`src/rtl/data_conv_pkg.sv`:
```
// rtl/data_conv_pkg.sv - shared types and constants for the data width converters
// Contents: state_t (IDLE/SEND), BYTE_W (8), WORD_W (32), word_byte() byte selector.
package data_conv_pkg;

  localparam int BYTE_W = 8;
  localparam int WORD_W = 32;

  typedef enum logic {
    IDLE = 1'b0,
    SEND = 1'b1
  } state_t;

  // Byte 0 is the most significant byte of the word.
  function automatic logic [BYTE_W-1:0] word_byte(input logic [WORD_W-1:0] w,
                                                  input logic [1:0]        idx);
    logic [BYTE_W-1:0] b;
    b = w[31:24];
    case (idx)
      2'd0: b = w[31:24];
      2'd1: b = w[23:16];
      2'd2: b = w[15:8];
      2'd3: b = w[7:0];
      default: b = w[31:24];
    endcase
    return b;
  endfunction

endpackage

```
`src/rtl/data_down_conv_if.sv`:
```
// rtl/data_down_conv_if.sv - word-in / byte-out handshake bundle for data_down_conv
// Word side: vld_i, data_i[31:0], nbytes_i[1:0] in; rdy_o out.
// Byte side: vld_o, data_o[7:0], last_o out; rdy_i in.
// Modports: slave (converter view), master (environment view).
interface data_down_conv_if;
  import data_conv_pkg::*;

  logic              vld_i;
  logic [WORD_W-1:0] data_i;
  logic [1:0]        nbytes_i;
  logic              rdy_o;
  logic              vld_o;
  logic [BYTE_W-1:0] data_o;
  logic              last_o;
  logic              rdy_i;

  modport slave (
    input  vld_i, data_i, nbytes_i, rdy_i,
    output rdy_o, vld_o, data_o, last_o
  );

  modport master (
    output vld_i, data_i, nbytes_i, rdy_i,
    input  rdy_o, vld_o, data_o, last_o
  );

endinterface

```
`src/rtl/data_down_conv_skid.sv`:
```
// rtl/data_down_conv_skid.sv - one-word holding register for data_down_conv
// Used only when DATA_DOWN_CONV_SKID_EN is defined.
// Ports: clk, rst_n (async active-low); push/pop strobes; word_i/lim_i in;
//        full_o, word_o, lim_o out; rdy_o registered "empty next cycle" flag.
module data_down_conv_skid
  import data_conv_pkg::*;
(
  input  logic              clk,
  input  logic              rst_n,
  input  logic              push,
  input  logic              pop,
  input  logic [WORD_W-1:0] word_i,
  input  logic [1:0]        lim_i,
  output logic              full_o,
  output logic [WORD_W-1:0] word_o,
  output logic [1:0]        lim_o,
  output logic              rdy_o
);

  logic              full_q;
  logic              full_d;
  logic              rdy_q;
  logic [WORD_W-1:0] word_q;
  logic [1:0]        lim_q;

  // push only happens while empty and pop only while full, so they never collide.
  assign full_d = push | (full_q & ~pop);

  always_ff @(posedge clk or negedge rst_n) begin
    if (!rst_n) begin
      full_q <= 1'b0;
      rdy_q  <= 1'b0;
      word_q <= '0;
      lim_q  <= '0;
    end else begin
      full_q <= full_d;
      // Registered copy of "empty" keeps rdy_o free of any path from rdy_i,
      // and holds it low while in reset.
      rdy_q  <= ~full_d;
      if (push) begin
        word_q <= word_i;
        lim_q  <= lim_i;
      end
    end
  end

  assign full_o = full_q;
  assign word_o = word_q;
  assign lim_o  = lim_q;
  assign rdy_o  = rdy_q;

endmodule

```
`src/rtl/data_down_conv.sv`:
```
// rtl/data_down_conv.sv - 32-bit word to 8-bit byte stream down-converter
// Ports: clk, rst_n (async active-low), bus (data_down_conv_if.slave).
// Each accepted word emits nbytes_i+1 bytes, MSB byte first, last_o on the final one.
// Option: DATA_DOWN_CONV_SKID_EN adds a holding word (data_down_conv_skid) and a
//         registered rdy_o; otherwise rdy_o is combinational from rdy_i.
module data_down_conv
  import data_conv_pkg::*;
(
  input  logic           clk,
  input  logic           rst_n,
  data_down_conv_if.slave bus
);

  state_t            state_q, state_d;
  logic [1:0]        cnt_q, cnt_d;
  logic [1:0]        lim_q, lim_d;
  logic [WORD_W-1:0] word_q, word_d;

  logic              vld;
  logic              take;
  logic              accept;
  logic              at_last;
  logic              load_en;
  logic [WORD_W-1:0] load_word;
  logic [1:0]        load_lim;

  assign vld     = (state_q == SEND);
  assign at_last = (cnt_q == lim_q);
  assign accept  = vld & bus.rdy_i;
  assign take    = bus.vld_i & bus.rdy_o;

`ifdef DATA_DOWN_CONV_SKID_EN
  logic              main_free;
  logic              skid_full;
  logic              skid_push;
  logic              skid_pop;
  logic [WORD_W-1:0] skid_word;
  logic [1:0]        skid_lim;
  logic              skid_rdy;

  // The main register can take a word when idle or when its last byte leaves now.
  assign main_free = (state_q == IDLE) | (accept & at_last);
  // rdy_o tracks the holding register, so take implies it is empty.
  assign skid_push = take & ~main_free;
  assign skid_pop  = skid_full & main_free;
  // A held word is older than anything on the input, so it loads first.
  assign load_en   = main_free & (skid_full | take);
  assign load_word = skid_full ? skid_word : bus.data_i;
  assign load_lim  = skid_full ? skid_lim  : bus.nbytes_i;

  data_down_conv_skid u_skid (
    .clk    (clk),
    .rst_n  (rst_n),
    .push   (skid_push),
    .pop    (skid_pop),
    .word_i (bus.data_i),
    .lim_i  (bus.nbytes_i),
    .full_o (skid_full),
    .word_o (skid_word),
    .lim_o  (skid_lim),
    .rdy_o  (skid_rdy)
  );

  assign bus.rdy_o = skid_rdy;
`else
  logic alive_q;

  // Keeps rdy_o low during reset and until the first edge after release.
  always_ff @(posedge clk or negedge rst_n) begin
    if (!rst_n) alive_q <= 1'b0;
    else        alive_q <= 1'b1;
  end

  // Ready when empty, or when the last byte is being taken this cycle.
  assign bus.rdy_o = alive_q & ((state_q == IDLE) | (accept & at_last));
  assign load_en   = take;
  assign load_word = bus.data_i;
  assign load_lim  = bus.nbytes_i;
`endif

  always_ff @(posedge clk or negedge rst_n) begin
    if (!rst_n) begin
      state_q <= IDLE;
      cnt_q   <= '0;
      lim_q   <= '0;
      word_q  <= '0;
    end else begin
      state_q <= state_d;
      cnt_q   <= cnt_d;
      lim_q   <= lim_d;
      word_q  <= word_d;
    end
  end

  always_comb begin
    state_d = state_q;
    cnt_d   = cnt_q;
    lim_d   = lim_q;
    word_d  = word_q;
    case (state_q)
      IDLE: begin
        if (load_en) begin
          state_d = SEND;
          cnt_d   = 2'd0;
          lim_d   = load_lim;
          word_d  = load_word;
        end
      end
      SEND: begin
        if (accept) begin
          if (!at_last) begin
            cnt_d = cnt_q + 2'd1;
          end else if (load_en) begin
            cnt_d  = 2'd0;
            lim_d  = load_lim;
            word_d = load_word;
          end else begin
            state_d = IDLE;
            cnt_d   = 2'd0;
          end
        end
      end
      default: begin
        state_d = IDLE;
        cnt_d   = 2'd0;
      end
    endcase
  end

  assign bus.vld_o  = vld;
  assign bus.data_o = vld ? word_byte(word_q, cnt_q) : '0;
  assign bus.last_o = vld & at_last;

endmodule
```
`src/flat_wrapper.sv`:
```
// flat-port wrapper written by rule: the top's interface ports become plain ports
module data_down_conv_flat import data_conv_pkg::*;
  (clk, rst_n, bus_vld_i, bus_data_i, bus_nbytes_i, bus_rdy_i, bus_rdy_o, bus_vld_o, bus_data_o, bus_last_o);
  data_down_conv_if bus_i ();
  input  logic clk;
  input  logic rst_n;
  input wire logic [$bits(bus_i.vld_i)-1:0] bus_vld_i;
  input wire logic [$bits(bus_i.data_i)-1:0] bus_data_i;
  input wire logic [$bits(bus_i.nbytes_i)-1:0] bus_nbytes_i;
  input wire logic [$bits(bus_i.rdy_i)-1:0] bus_rdy_i;
  output wire logic [$bits(bus_i.rdy_o)-1:0] bus_rdy_o;
  output wire logic [$bits(bus_i.vld_o)-1:0] bus_vld_o;
  output wire logic [$bits(bus_i.data_o)-1:0] bus_data_o;
  output wire logic [$bits(bus_i.last_o)-1:0] bus_last_o;
  assign bus_i.vld_i = bus_vld_i;
  assign bus_i.data_i = bus_data_i;
  assign bus_i.nbytes_i = bus_nbytes_i;
  assign bus_i.rdy_i = bus_rdy_i;
  assign bus_rdy_o = bus_i.rdy_o;
  assign bus_vld_o = bus_i.vld_o;
  assign bus_data_o = bus_i.data_o;
  assign bus_last_o = bus_i.last_o;
  data_down_conv u_core (.clk(clk), .rst_n(rst_n), .bus(bus_i));
endmodule
```
`config.mk`:
```
export PLATFORM = sky130hd
export DESIGN_NAME = data_down_conv_flat
export DESIGN_NICKNAME = d
export VERILOG_FILES = /design/src/rtl/data_conv_pkg.sv /design/src/rtl/data_down_conv_if.sv /design/src/rtl/data_down_conv_skid.sv /design/src/rtl/data_down_conv.sv /design/src/flat_wrapper.sv
export SDC_FILE = /design/constraint.sdc
export NUM_CORES = 1
export LEC_CHECK = 0
export CORE_MARGIN = 4
export CORE_UTILIZATION = 50
export CTS_BUF_LIST = sky130_fd_sc_hd__clkbuf_2 sky130_fd_sc_hd__clkbuf_4 sky130_fd_sc_hd__clkbuf_8
export DETAILED_ROUTE_END_ITERATION = 7
export PLACE_DENSITY = 0.75
export SETUP_SLACK_MARGIN = 0.4
export SYNTH_ARGS = -nofsm -noshare
export SYNTH_HDL_FRONTEND = slang
export SYNTH_HIERARCHICAL = 1
export SYNTH_SLANG_ARGS = --single-unit
export TNS_END_PERCENT = 50
```
`constraint.sdc`:
```
create_clock -name clk -period 3 [get_ports clk]
set_clock_uncertainty 0.1 [all_clocks]
set_input_delay 0.45 -clock clk [delete_from_list [all_inputs] [get_ports clk]]
set_output_delay 0.45 -clock clk [all_outputs]
set_load 0.05 [all_outputs]
```
== After elaboration in Yosys (flattened, before gate mapping) ==
Cells that the tools add are included.

* Input port bits: 38
* Output and inout bits: 11
* Logic and storage cells: 41
* Register bits: 38

* Equal/unequal tests: 7
* $add $sub $neg: 1
* Reductions and logical operators: 3
* Bitwise logic cells: 7
* Multiplexer cells: 18

{| class="wikitable"
|+ Operator list
! kind !! count
|-
| $mux W32 || 3
|-
| $pmux W32 S2 || 1
|-
| $pmux W8 S4 || 1
|-
| $mux W2 || 6
|-
| $mux W8 || 1
|-
| $pmux W2 S2 || 2
|-
| $and A1 B1 Y1 || 5
|-
| $eq A2 B2 Y1 const B || 2
|-
| $ne A2 B2 Y1 const B || 2
|-
| $reduce_and A2 Y1 || 2
|-
| $mux W1 || 3
|-
| $add A2 B1 Y2 const B || 1
|-
| $eq A2 B1 Y1 const B || 1
|-
| $eq A2 B2 Y1 || 1
|-
| $logic_not A2 Y1 || 1
|-
| $ne A2 B1 Y1 const B || 1
|-
| $pmux W1 S2 || 1
|-
| $not A1 Y1 || 1
|-
| $or A1 B1 Y1 || 1
|}

== Longest topological paths before layout ==
Gate-level depths: netlist of the first run.

* Depth in word-level cells: 9
* Gate-level depth with buffers: 6
* Mapped depth without buffers: 5

== Worst setup path after synthesis of the first run ==
Ideal clock, no wire load.

* Path kind: reg-to-output
* Start: register u_core.state_q (netlist: u_core/bus.vld_o)
* End: output port bus_rdy_o
* Path buffers: 2
* Setup slack: 0.767 ns
* Cell stages (with the launch flop): 5
* Data required time: 2.450 ns
* Data arrival time: 1.683 ns
* Cell sequence: dfrtp_1 > clkbuf_1 > clkbuf_1 > o31ai_1 > and2_1

* Word-level cells in the longest chain between the ends: 4
* Elaborated cells between the ends (all ways): 5
* Classes of those cells: bitwise (5)

{| class="wikitable"
|+ Ends and longest elaborated chain
! what !! RTL line !! RTL
|-
| start: declaration || data_down_conv.sv:14 || <nowiki>state_t state_q, state_d;</nowiki>
|-
| start signal: assignment || data_down_conv.sv:88 || <nowiki>state_q <= state_d;</nowiki>
|-
| $and A1 B1 Y1 || data_down_conv.sv:29 || <nowiki>assign accept = vld & bus.rdy_i;</nowiki>
|-
| $and A1 B1 Y1 || data_down_conv.sv:75 || <nowiki>assign bus.rdy_o = alive_q & ((state_q == IDLE) | (accept & at_last));</nowiki>
|-
| $or A1 B1 Y1 * || data_down_conv.sv:75 ||
|-
| $and A1 B1 Y1 * || data_down_conv.sv:75 ||
|-
| end: declaration || flat_wrapper.sv:11 || <nowiki>output wire logic [$bits(bus_i.rdy_o)-1:0] bus_rdy_o;</nowiki>
|}

Mark *: on every way between the ends. The rest lies on a longest branch, timed or not.

== Final worst setup path of the first run ==
* Start: register u_core.state_q (netlist: u_core/bus.vld_o)
* End: output port bus_vld_o

{| class="wikitable"
|+ RTL lines
! what !! RTL line !! RTL
|-
| end: declaration || flat_wrapper.sv:12 || <nowiki>output wire logic [$bits(bus_i.vld_o)-1:0] bus_vld_o;</nowiki>
|}

No word-level cell between the ends.

==> metrics.md, run 1 <==
| Metric | Value |
|---|---|
| Top-level I/O count | 49 |
| Xor and xnor area share after synthesis | 0.5600% |
| Worst-Margin Slew | 0.9075 ns |
| Initial standard-cell utilization of the core | 52.21% |
| Post-synth top area share | 30.40% |
| Number of design rule violations left after detail routing | 0 |
| Sum of negative setup slack | 0 ns |
| Clock tree from TritonCTS | yes |
| Portion of netlist area occupied by mux cells | 0% |
| Static leakage | 1.391 nW |
| Overall global routing resource usage | 25.62% |
| Largest net degree at the start of global routing | 45 |
| Adder-Cell Fraction of Synth Area | 1.600% |
| Number of diodes added for antenna fixing | 0 |
| CTS Buffer Depth | 2 |
| Overall via count from detail_route | 3269 |
| Total power per unit cell area | 997.0 mW/mm2 |
| Cell area after technology mapping | 0.003128 mm2 |
| Number of pins with negative max-slew slack in the final report | 0 |
| Filler instances | 534 |
| Synthesized-area fraction occupied by ao, oa, aoi and oai cells | 20.40% |
| Worst slew margin relative to its limit | 39.50% |
| Share of post-route cells with drive strength above 1 | 11.19% |
| Count of antenna-violating nets left after detailed routing | 0 |
| Main combinational cell family by area after synthesis | simple AND/OR/NAND/NOR gates |
| Simple-gate area share of the yosys netlist | 39.16% |
| Global-route wire length before repair | 15.28 mm |
| Net count after synthesis | 421 |
| Crit share post-route | 85.06% |
| H-tree lvl count | 2 |
| Minimum setup slack in the final design | 0.4483 ns |
| Final std cell area, no fill | 0.003740 mm2 |
| Critical-path top delay cell | sky130_fd_sc_hd__clkdlybuf4s50_1 |
| Top area cells in the synthesized netlist | sky130_fd_sc_hd__dfrtp_1 30%, sky130_fd_sc_hd__and4b_1 11%, sky130_fd_sc_hd__or4_1 8.2%, sky130_fd_sc_hd__a221oi_1 8.1%, sky130_fd_sc_hd__and2_1 7.8% |
| Port buffer count | 48 |
| GR Overflow Total | 0 |
| Top cell family by delay on the critical path | buffers and inverters |
| Area of all sequential standard cells | 954.7 um2 |
| Final wirelength | 9.752 mm |
| Required time at the worst-slack endpoint | 2.45 ns |
| Ordered list of cells on the worst path | clkdlybuf4s50_1 |
| Count of hold-fix buffers inserted at cts | 0 |
| Outcome | completed |
| Post-placement worst setup slack | 0.1701 ns |
| Final count of negative-setup-slack endpoints | 0 |
| Final design utilization | 62.43% |
| Synthesis-stage register bit count | 38 |
| Peak ir drop on the vdd network | 0.5603 mV |
| Part of the Yosys area used for sequential elements | 30.40% |
| Number of max-cap violations | 0 |
| Via density per instance | 6.853 |
| Unrepaired setup endpoints after global routing | true |
| Minimum period implied by the final worst setup slack | 2.552 ns |
| Max incr delay on CP | 0.92 ns |
| Final Hold Vio Count | 0 |
| Critical path class | reg2out |
| Cell Rows | 28 |
| Placed cell areas | 0.003587 mm2 |
| Final net count | 444 |
| Power after layout | 3.729 mW |
| Critical path endpoint category | primary output |
| Startpoint type of the worst setup path | flip-flop |
| Worst-Skew Late Latency | 0.30 ns |
| Multi-input combinational cell area | 0.002043 mm2 |
| Leading area contributor after synthesis | sky130_fd_sc_hd__dfrtp_1 |
| Clock root buffer | sky130_fd_sc_hd__clkbuf_8 |
| Initial antenna violation count | 0 |
| Overall die area | 0.007586 mm2 |
| Clock input transition at the sequential cells of the worst setup and hold paths | 0.07 ns |
| Yosys cell types | 25 |
| Mean area per synthesized cell | 8.253 um2 |
| Highest attainable clock frequency | 391.9 MHz |
| TritonCTS sink count | 38 |
| Count of warnings emitted by yosys | 6 |
| Total core area | 0.005991 mm2 |
| Number of DRC markers after the initial detailed-route iteration | 377 |
| Height of the die | 87.10 um |
| Number of global-route vias before repair | 3033 |
| Critical path buffer and inverter count | 1 |
| Area growth from synthesis to layout | 19.56% |
| Number of buffers created by CTS | 5 |
| Hold/Removal Path Class | in2async |
| Width of the die | 87.10 um |
| WL/cell | 20.44 um |
| HPWL Detailed | 5.596 mm |
| Critical-path maximum fanout | 44 |
| Signal arrival time at the worst endpoint | 2.00 ns |
| Placer congestion estimate | 0.8066 |
| Iteration count of the initial detailed-routing pass | 5 |
| Post-synthesis cell count | 379 |
[power breakdown]
group	switching (mW)	leakage [nW]	internal, mW
Combinational	1.55	0.990	0.878
Sequential	0.262	0.356	0.671
Clock	0.188	0.0452	0.178
Total	2.00	1.39	1.73
[layout by cell type, fill, tap and decap left out, types with 2 or more instances in the layout]
| cell | instances |
|---|---|
| sky130_fd_sc_hd__clkbuf_8 | 5 |
| sky130_fd_sc_hd__nand3_1 | 28 |
| sky130_fd_sc_hd__and2_1 | 39 |
| sky130_fd_sc_hd__a211oi_1 | 5 |
| sky130_fd_sc_hd__and4b_1 | 34 |
| sky130_fd_sc_hd__o211ai_1 | 8 |
| sky130_fd_sc_hd__xor2_2 | 3 |
| sky130_fd_sc_hd__or4_1 | 34 |
| sky130_fd_sc_hd__a221oi_1 | 29 |
| sky130_fd_sc_hd__buf_12 | 2 |
| sky130_fd_sc_hd__and3b_1 | 5 |
| sky130_fd_sc_hd__xor2_4 | 2 |
| sky130_fd_sc_hd__buf_4 | 13 |
| sky130_fd_sc_hd__ha_2 | 3 |
| sky130_fd_sc_hd__a222oi_1 | 8 |
| sky130_fd_sc_hd__clkdlybuf4s50_1 | 37 |
| sky130_fd_sc_hd__o31ai_1 | 2 |
| sky130_fd_sc_hd__o21ai_0 | 36 |
| sky130_fd_sc_hd__dfrtp_1 | 35 |
| sky130_fd_sc_hd__dfrtp_2 | 3 |
| sky130_fd_sc_hd__buf_2 | 9 |
| sky130_fd_sc_hd__inv_1 | 3 |
| sky130_fd_sc_hd__nand2_1 | 51 |
| sky130_fd_sc_hd__clkbuf_4 | 2 |
[logic make-up (layout without fill, tap and decap cells)]
| family | Yosys count | after routing |
|---|---|---|
| and+or+nand+nor | 193 | 193 |
| AOI/OAI and AO/OA | 90 | 90 |
| buffers and inverters | 51 | 71 |
| DFF | 38 | 38 |
| adders and majority gates | 4 | 4 |
| xor gates and xnor gates | 2 | 5 |
| other | 1 | 1 |
[cell usage after synthesis]
master                     count
sky130_fd_sc_hd__nor2_1        1
sky130_fd_sc_hd__a222oi_1      8
sky130_fd_sc_hd__dfrtp_1      38
sky130_fd_sc_hd__a221oi_1     29
sky130_fd_sc_hd__buf_1         1
sky130_fd_sc_hd__xor2_1        2
sky130_fd_sc_hd__o211ai_1      8
sky130_fd_sc_hd__nand2_2       1
sky130_fd_sc_hd__clkbuf_1     36
sky130_fd_sc_hd__or4_1        34
sky130_fd_sc_hd__nand2_1      51
sky130_fd_sc_hd__a211oi_1      5
sky130_fd_sc_hd__buf_6         6
sky130_fd_sc_hd__o21ai_0      36
sky130_fd_sc_hd__a21oi_1       1
sky130_fd_sc_hd__and2_1       39
sky130_fd_sc_hd__buf_2         5
sky130_fd_sc_hd__a31oi_1       1
sky130_fd_sc_hd__and3b_1       5
sky130_fd_sc_hd__nand3_1      28
sky130_fd_sc_hd__o31ai_1       2
sky130_fd_sc_hd__and4b_1      34
sky130_fd_sc_hd__conb_1        1
sky130_fd_sc_hd__ha_1          4
sky130_fd_sc_hd__inv_1         3
[timing repair]
| item | in CTS | in global routing |
|---|---|---|
| pin swaps | 1 | 2 |
| resized for setup | 37 | 11 |
| endpoints found under the setup margin | 10 | 11 |
| setup buffers | 0 | 3 |
| cloned | 1 | 2 |
[worst register-to-register path: cells and delay by family (launching register included)]
family / cells / cell delay (ns)
AO/OA/AOI/OAI: 1 / 0.22
buffers and inverters: 1 / 0.41
flip-flops: 1 / 0.77
AND/OR/NAND/NOR: 2 / 0.35
[area by class of cell]
cell class	count	share of cell area, %
repair buffers	61	14.79
clock buffers	7	2.242
flip-flops and latches	38	25.53
multi-input cells	293	54.63
well taps	75	2.509
inverters	3	0.3011
[routing by layer]
layer  share of wire (%)  track usage [%]
met4                 1.9            9.066
met5                   0                0
met3                 9.3            5.014
met1                  42            34.52
met2                  47            40.99
[stage by stage]
step	cells	hold WS, ns
final	477	0.1706
after detailed placement	464	0.4478
after CTS	472	0.2090
after global placement	464	0.4241
after global routing	477	0.2495
after floorplan	379	0.05441
[final timing paths]
kind / slack (ns) / cells after the start / startpoint / end
worst max-delay path: 0.45 / 1 / u_core/bus.vld_o / bus_vld_o
worst min-delay path: 0.17 / 1 / rst_n / u_core/word_q[15]
worst max register to register: 1.02 / 4 / u_core/bus.vld_o / u_core/word_q[14]
worst min register to register: 0.46 / 2 / u_core/word_q[26] / u_core/word_q[26]
max in group asynchronous: 2.00 / 1 / rst_n / u_core/cnt_q[0]
min in group clk: 0.46 / 2 / u_core/word_q[26] / u_core/word_q[26]
[state kept, by name, indices dropped and copies added (netlist names)]
register          cells
u_core/bus.vld_o      1
u_core/alive_q        1
u_core/cnt_q          2
u_core/word_q        32
u_core/lim_q          2
No activity file was read; power rests on OpenSTA's default activity.
==> inputs of run 2 (changes only) <==
--- a/config.mk
+++ b/config.mk
@@ -5,6 +5,7 @@
 export SDC_FILE = /design/constraint.sdc
 export NUM_CORES = 1
 export LEC_CHECK = 0
+export CAP_MARGIN = 40
 export CORE_MARGIN = 4
 export CORE_UTILIZATION = 50
 export CTS_BUF_LIST = sky130_fd_sc_hd__clkbuf_2 sky130_fd_sc_hd__clkbuf_4 sky130_fd_sc_hd__clkbuf_8
==> metrics.md, run 2 (synthesis results as in run 1) <==
| Metric | Value |
|---|---|
| Highest-count cells in the layout ignoring fill and taps | 51 x sky130_fd_sc_hd__nand2_1, 39 x sky130_fd_sc_hd__and2_1, 37 x sky130_fd_sc_hd__clkdlybuf4s50_1 |
| GR Overflow Total | 0 (unchanged) |
| Critical-path top delay cell | sky130_fd_sc_hd__dfrtp_1 |
| Port buffer count | 48 (unchanged) |
| H-tree lvl count | 2 (unchanged) |
| Share of post-route cells with drive strength above 1 | 11.58% (+0.38 points) |
| Required time at the worst-slack endpoint | 2.45 ns (about the same) |
| Number of flip-flops under the largest register name | 32 (unchanged) |
| WL/cell | 19.90 um (-2.7%) |
| Outcome | completed |
| Clock input transition at the sequential cells of the worst setup and hold paths | 0.07 ns (about the same) |
| Top cell family by delay on the critical path | simple AND/OR/NAND/NOR gates |
| Area growth from synthesis to layout | 20.40% |
| Iteration count of the initial detailed-routing pass | 5 (unchanged) |
| Worst-Skew Late Latency | 0.29 ns (about the same) |
| Number of cells in the finished layout apart from fillers | 481 (+0.84%) |
| HPWL Detailed | 5.640 mm (+0.79%) |
| Peak ir drop on the vdd network | 0.5615 mV (+0.22%) |
| Crit share post-route | 86.73% (+1.7 points) |
| Placer congestion estimate | 0.8066 (unchanged) |
| Post-placement worst setup slack | 0.1604 ns (-0.009740 ns) |
| Cell Rows | 28 (unchanged) |
| Ordered list of cells on the worst path | xor2_4 -> nor2_1 -> and2_1 -> buf_4 |
| Hold/Removal Path Class | reg2reg |
| Dpl cells | 465 (+0.22%) |
| Register name with the most flops | u_core/word_q |
| Critical path endpoint category | primary output |
| Sum of negative setup slack | 0 ns (unchanged) |
| Global-route wire length before repair | 15.49 mm (+1.4%) |
| Final Hold Vio Count | 0 (unchanged) |
| Largest net degree at the start of global routing | 45 (unchanged) |
| Minimum period implied by the final worst setup slack | 2.602 ns (+0.05013 ns) |
| Initial standard-cell utilization of the core | 52.21% (unchanged) |
| Final count of negative-setup-slack endpoints | 0 (unchanged) |
| Worst slew margin relative to its limit | 51.16% (+12 points) |
| Critical-path maximum fanout | 10 (-77%) |
| Final wirelength | 9.570 mm (-1.9%) |
| Signal arrival time at the worst endpoint | 2.05 ns (+0.05 ns) |
| Number of pins with negative max-slew slack in the final report | 0 (unchanged) |
| Minimum setup slack in the final design | 0.3982 ns (-0.05013 ns) |
| Overall via count from detail_route | 3318 (+1.5%) |
| Critical path buffer and inverter count | 1 (unchanged) |
| Overall global routing resource usage | 25.68% (+0.064 points) |
| Highest attainable clock frequency | 384.3 MHz (-1.9%) |
| Placed cell areas | 0.003607 mm2 (+0.56%) |
| Number of DRC markers after the initial detailed-route iteration | 355 (-5.8%) |
| Critical path class | reg2out |
| Max incr delay on CP | 0.64 ns (-0.28 ns) |
| Initial antenna violation count | 0 (unchanged) |
| Count of antenna-violating nets left after detailed routing | 0 (unchanged) |
| TritonCTS sink count | 38 (unchanged) |
| Clock root buffer | sky130_fd_sc_hd__clkbuf_8 |
| Clock tree from TritonCTS | yes |
| Commonest non-fill, non-tap cell in the layout | sky130_fd_sc_hd__nand2_1 |
| Worst-Margin Slew | 0.7320 ns (-0.1755 ns) |
| Total core area | 0.005991 mm2 (unchanged) |
| Number of global-route vias before repair | 2983 (-1.6%) |
| Top-level I/O count | 49 (unchanged) |
| Final std cell area, no fill | 0.003766 mm2 (+0.70%) |
| CTS Buffer Depth | 2 (unchanged) |
| Via density per instance | 6.898 (+0.65%) |
| Power after layout | 3.712 mW (-0.45%) |
| Startpoint type of the worst setup path | flip-flop |
| Static leakage | 1.409 nW (+1.3%) |
| Number of diodes added for antenna fixing | 0 (unchanged) |
| Overall die area | 0.007586 mm2 (unchanged) |
| Number of design rule violations left after detail routing | 0 (unchanged) |
| Total power per unit cell area | 985.6 mW/mm2 (-1.1%) |
| Final net count | 448 (+0.90%) |
| Unrepaired setup endpoints after global routing | true |
| Number of buffers created by CTS | 5 (unchanged) |
| Height of the die | 87.10 um (unchanged) |
| Number of max-cap violations | 0 (unchanged) |
| Width of the die | 87.10 um (unchanged) |
| Regs by FF count | u_core/word_q (32), u_core/cnt_q (2), u_core/lim_q (2) |
-- run 2: through the flow --
stage               utilization (%)  hold slack [ns]
floorplan                         -          0.05441
global placement              59.88           0.4241
detailed placement            60.21           0.2765
CTS                           62.01           0.4648
global route                  62.87           0.4943
finish                        62.87           0.4587
-- run 2: what timing repair did --
item | in CTS | in global routing
gates resized for setup | 35 | 9
gates cloned | 1 | 2
endpoints found under the setup margin | 10 | 11
pin swaps | 1 | 2
endpoints found under the hold margin | 12 | 0
hold buffers | 1 | 0
buffers inserted | 1 | 4
-- run 2: worst paths after layout --
kind / from / to / slack [ns] / depth (start not counted)
hold reg to reg: u_core/word_q[26] / u_core/word_q[26] / 0.46 / 2
min in group asynchronous: rst_n / u_core/word_q[6] / 0.48 / 2
max in group asynchronous: rst_n / u_core/cnt_q[0] / 1.85 / 3
hold / removal: u_core/word_q[26] / u_core/word_q[26] / 0.46 / 2
setup / recovery: u_core/lim_q[1] / bus_last_o / 0.40 / 4
setup reg to reg: u_core/bus.vld_o / u_core/word_q[14] / 0.99 / 4
-- run 2: worst min-delay path: stages, from the launching register on --
cell and delay [ns]:
sky130_fd_sc_hd__dfrtp_1 0.37, sky130_fd_sc_hd__a221oi_1 0.09, sky130_fd_sc_hd__nand3_1 0.07
-- run 2: where the power goes --
group / leakage (nW) / total [mW] / switching, mW / internal (mW)
Clock: 0.0452 / 0.360 / 0.182 / 0.178
Combinational: 1.01 / 2.43 / 1.55 / 0.880
Sequential: 0.356 / 0.924 / 0.253 / 0.671
-- run 2: per-layer routing --
metal,track usage (%),share of wire [%]
met1,36.32,42
met5,0,0
met4,6.834,1.7
met3,4.636,9.4
met2,40.51,47
-- run 2: cell type report --
type / instances / area (um2)
sequential: 38 / 954.7
fill: 504 / 2225
multi-input combinational: 293 / 2031
tap: 75 / 93.84
inverter: 3 / 11.26
clock buffer: 7 / 83.83
timing repair buffer: 65 / 591.8
==> inputs of run 3 (changes only) <==
--- a/config.mk
+++ b/config.mk
@@ -6,11 +6,14 @@
 export NUM_CORES = 1
 export LEC_CHECK = 0
 export CAP_MARGIN = 40
-export CORE_MARGIN = 4
-export CORE_UTILIZATION = 50
+export CELL_PAD_IN_SITES_DETAIL_PLACEMENT = 1
+export CELL_PAD_IN_SITES_GLOBAL_PLACEMENT = 2
+export CORE_MARGIN = 2
+export CORE_UTILIZATION = 42
 export CTS_BUF_LIST = sky130_fd_sc_hd__clkbuf_2 sky130_fd_sc_hd__clkbuf_4 sky130_fd_sc_hd__clkbuf_8
 export DETAILED_ROUTE_END_ITERATION = 7
-export PLACE_DENSITY = 0.75
+export DONT_BUFFER_PORTS = 1
+export PLACE_DENSITY_LB_ADDON = 0.1
 export SETUP_SLACK_MARGIN = 0.4
 export SYNTH_ARGS = -nofsm -noshare
 export SYNTH_HDL_FRONTEND = slang
==> metrics.md, run 3 (synthesis results as in run 1) <==
| Metric | Value |
|---|---|
| Hold/Removal Path Class | in2reg |
| Minimum period implied by the final worst setup slack | 2.539 ns (-0.06329 ns) |
| Signal arrival time at the worst endpoint | 1.99 ns (-0.06 ns) |
| Sw power | 1.938 mW (-2.2%) |
| Via density per instance | 6.611 (-4.2%) |
| Overall global routing resource usage | 25.37% (-0.31 points) |
| Highest-count cells in the layout ignoring fill and taps | 51 x sky130_fd_sc_hd__nand2_1, 36 x sky130_fd_sc_hd__o21ai_0, 35 x sky130_fd_sc_hd__dfrtp_1 |
| Number of flip-flops under the largest register name | 32 (unchanged) |
| Required time at the worst-slack endpoint | 2.45 ns (about the same) |
| Regs by FF count | u_core/word_q (32), u_core/cnt_q (2), u_core/lim_q (2) |
| Number of max-cap violations | 0 (unchanged) |
| Placer congestion estimate | 0.7672 (-4.9%) |
| HPWL Detailed | 6.262 mm (+11%) |
| Initial standard-cell utilization of the core | 43.36% (-8.9 points) |
| Port buffer count | 0 (-100%) |
| Number of pins with negative max-slew slack in the final report | 0 (unchanged) |
| Clock root buffer | sky130_fd_sc_hd__clkbuf_8 |
| Reg power frac | 26.5% (+1.6 points) |
| Crit share post-route | 84.62% (-2.1 points) |
| Number of design rule violations left after detail routing | 0 (unchanged) |
| Total core area | 0.007214 mm2 (+20%) |
| Highest attainable clock frequency | 393.9 MHz (+2.5%) |
| Unrepaired setup endpoints after global routing | true |
| Final count of negative-setup-slack endpoints | 0 (unchanged) |
| Final net count | 392 (-13%) |
| Switching part of the total power | 55.03% (+1.6 points) |
| Total power per unit cell area | 1075 mW/mm2 (+9.1%) |
| Minimum setup slack in the final design | 0.4615 ns (+0.06329 ns) |
| Register name with the most flops | u_core/word_q |
| Critical-path top delay cell | sky130_fd_sc_hd__dfrtp_2 |
| Peak ir drop on the vdd network | 0.3567 mV (-36%) |
| Highest layer used for signal routing | met4 |
| Max incr delay on CP | 0.48 ns (-0.16 ns) |
| Worst slew margin relative to its limit | 50.32% (-0.84 points) |
| Share of post-route cells with drive strength above 1 | 9.687% (-1.9 points) |
| Ordered list of cells on the worst path | inv_1 -> ha_1 -> a222oi_1 -> o21ai_0 -> and2_2 |
| Cell Rows | 31 (+11%) |
| Cell internal pwr | 1.584 mW (-8.4%) |
| Largest net degree at the start of global routing | 53 (+18%) |
| Met1 Routed Length | 4.615 mm (+15%) |
| Part of the power in combinational logic | 62.3% (-3.1 points) |
| Top-level I/O count | 49 (unchanged) |
| Worst-Margin Slew | 0.7453 ns (+0.01322 ns) |
| Final std cell area, no fill | 0.003277 mm2 (-13%) |
| Startpoint type of the worst setup path | flip-flop |
| Count of antenna-violating nets left after detailed routing | 0 (unchanged) |
| Number of buffers created by CTS | 5 (unchanged) |
| Initial antenna violation count | 0 (unchanged) |
| TritonCTS sink count | 38 (unchanged) |
| Clock input transition at the sequential cells of the worst setup and hold paths | 0.09 ns (+0.02 ns) |
| Filler instances | 876 (+74%) |
| Width of the die | 90.30 um (+3.7%) |
| Number of cells in the finished layout apart from fillers | 450 (-6.4%) |
| Outcome | completed |
| Dpl cells | 439 (-5.6%) |
| Overall die area | 0.008154 mm2 (+7.5%) |
| Number of global-route vias before repair | 3060 (+2.6%) |
| Final Hold Vio Count | 0 (unchanged) |
| Critical path buffer and inverter count | 1 (unchanged) |
| Top cell family by delay on the critical path | flip-flops |
| Worst-Skew Late Latency | 0.30 ns (about the same) |
| Area growth from synthesis to layout | 4.760% |
| Critical-path maximum fanout | 8 (-2) |
| Height of the die | 90.30 um (+3.7%) |
| H-tree lvl count | 2 (unchanged) |
| Critical path endpoint category | primary output |
| Detail Route met3 WL | 387 um (-57%) |
| Static leakage | 1.193 nW (-15%) |
| Final wirelength | 10.21 mm (+6.6%) |
| Overall via count from detail_route | 2975 (-10%) |
| Clock share of power | 11.2% (+1.5 points) |
| Iteration count of the initial detailed-routing pass | 4 (-1) |
| Critical path class | reg2out |
| WL/cell | 22.68 um (+14%) |
| Sum of negative setup slack | 0 ns (unchanged) |
| Post-placement worst setup slack | 0.6068 ns (+0.4464 ns) |
| GR Overflow Total | 0 (unchanged) |
| Commonest non-fill, non-tap cell in the layout | sky130_fd_sc_hd__nand2_1 |
| Global-route wire length before repair | 16.75 mm (+8.2%) |
| Number of DRC markers after the initial detailed-route iteration | 153 (-57%) |
| Clock tree from TritonCTS | yes |
| CTS Buffer Depth | 2 (unchanged) |
| Number of diodes added for antenna fixing | 0 (unchanged) |
| Routed length on met2 | 5.067 mm (+12%) |
| Placed cell areas | 0.003127 mm2 (-13%) |
run 3: changes by cell type in the layout (fill, tap and decap cells not counted), sizes merged:
cell           change
buf               -15
clkinv             +1
xor2               -3
clkdlybuf4s15      -1
clkdlybuf4s50     -37
run 3: worst paths after layout:
path	start	to	slack, ns	cells past startpoint
max	u_core/cnt_q[0]	bus_data_o[7]	0.46	5
min	bus_rdy_i	u_core/cnt_q[0]	0.23	2
max reg2reg	u_core/bus.vld_o	u_core/lim_q[0]	0.88	4
min reg2reg	u_core/word_q[26]	u_core/word_q[26]	0.45	2
max in group asynchronous	rst_n	u_core/cnt_q[1]	2.08	2
min in group asynchronous	rst_n	u_core/alive_q	0.50	2
run 3: area by class of cell:
type                    instances  area (um2)  area share [%]
multi-input cells             290        1987           60.63
clock inverters                 1       5.005          0.1527
repair buffers                 12       105.1           3.207
flip-flops and latches         38       954.7           29.13
inverters                       3       11.26          0.3436
clock buffers                   7       90.09           2.749
well taps                      99       123.9           3.780
run 3: power by group through the flow:
stage / Clock (mW) / Sequential, mW / Combinational, mW
floorplan: 0 / 0.796 / 1.88
global placement: 0 / 0.929 / 2.05
detailed placement: 0 / 0.933 / 2.11
CTS: 0.403 / 0.927 / 2.14
global route: 0.420 / 0.955 / 2.41
finish: 0.395 / 0.934 / 2.19
run 3: worst register-to-register path, stage by stage (launching register included):
cell and delay, ns:
sky130_fd_sc_hd__dfrtp_2 0.86, sky130_fd_sc_hd__buf_4 0.44, sky130_fd_sc_hd__and4b_1 0.24, sky130_fd_sc_hd__a221oi_1 0.23, sky130_fd_sc_hd__o211ai_1 0.13
run 3: routing by layer:
layer  vias up  GRT usage (%)
li1       1399              -
met1      1506          33.74
met2        62          43.17
met3         8          4.174
met4         0          6.282
met5         -              0
run 3: per-stage QoR:
stage | hold slack [ns] | util, % | total power, mW
finish | 0.2270 | 45.42 | 3.522
global route | 0.2217 | 45.42 | 3.780
CTS | 0.2176 | 45.11 | 3.472
detailed placement | 0.05550 | 43.34 | 3.048
global placement | 0.05567 | 43.34 | 2.978
floorplan | 0.05441 | - | 2.671
run 3: what timing repair did:
action,CTS,global route
endpoints found under the setup margin,8,9
gates resized for setup,2,11
buffers inserted,0,1
hold buffers,2,0
hold endpoints to repair,38,0
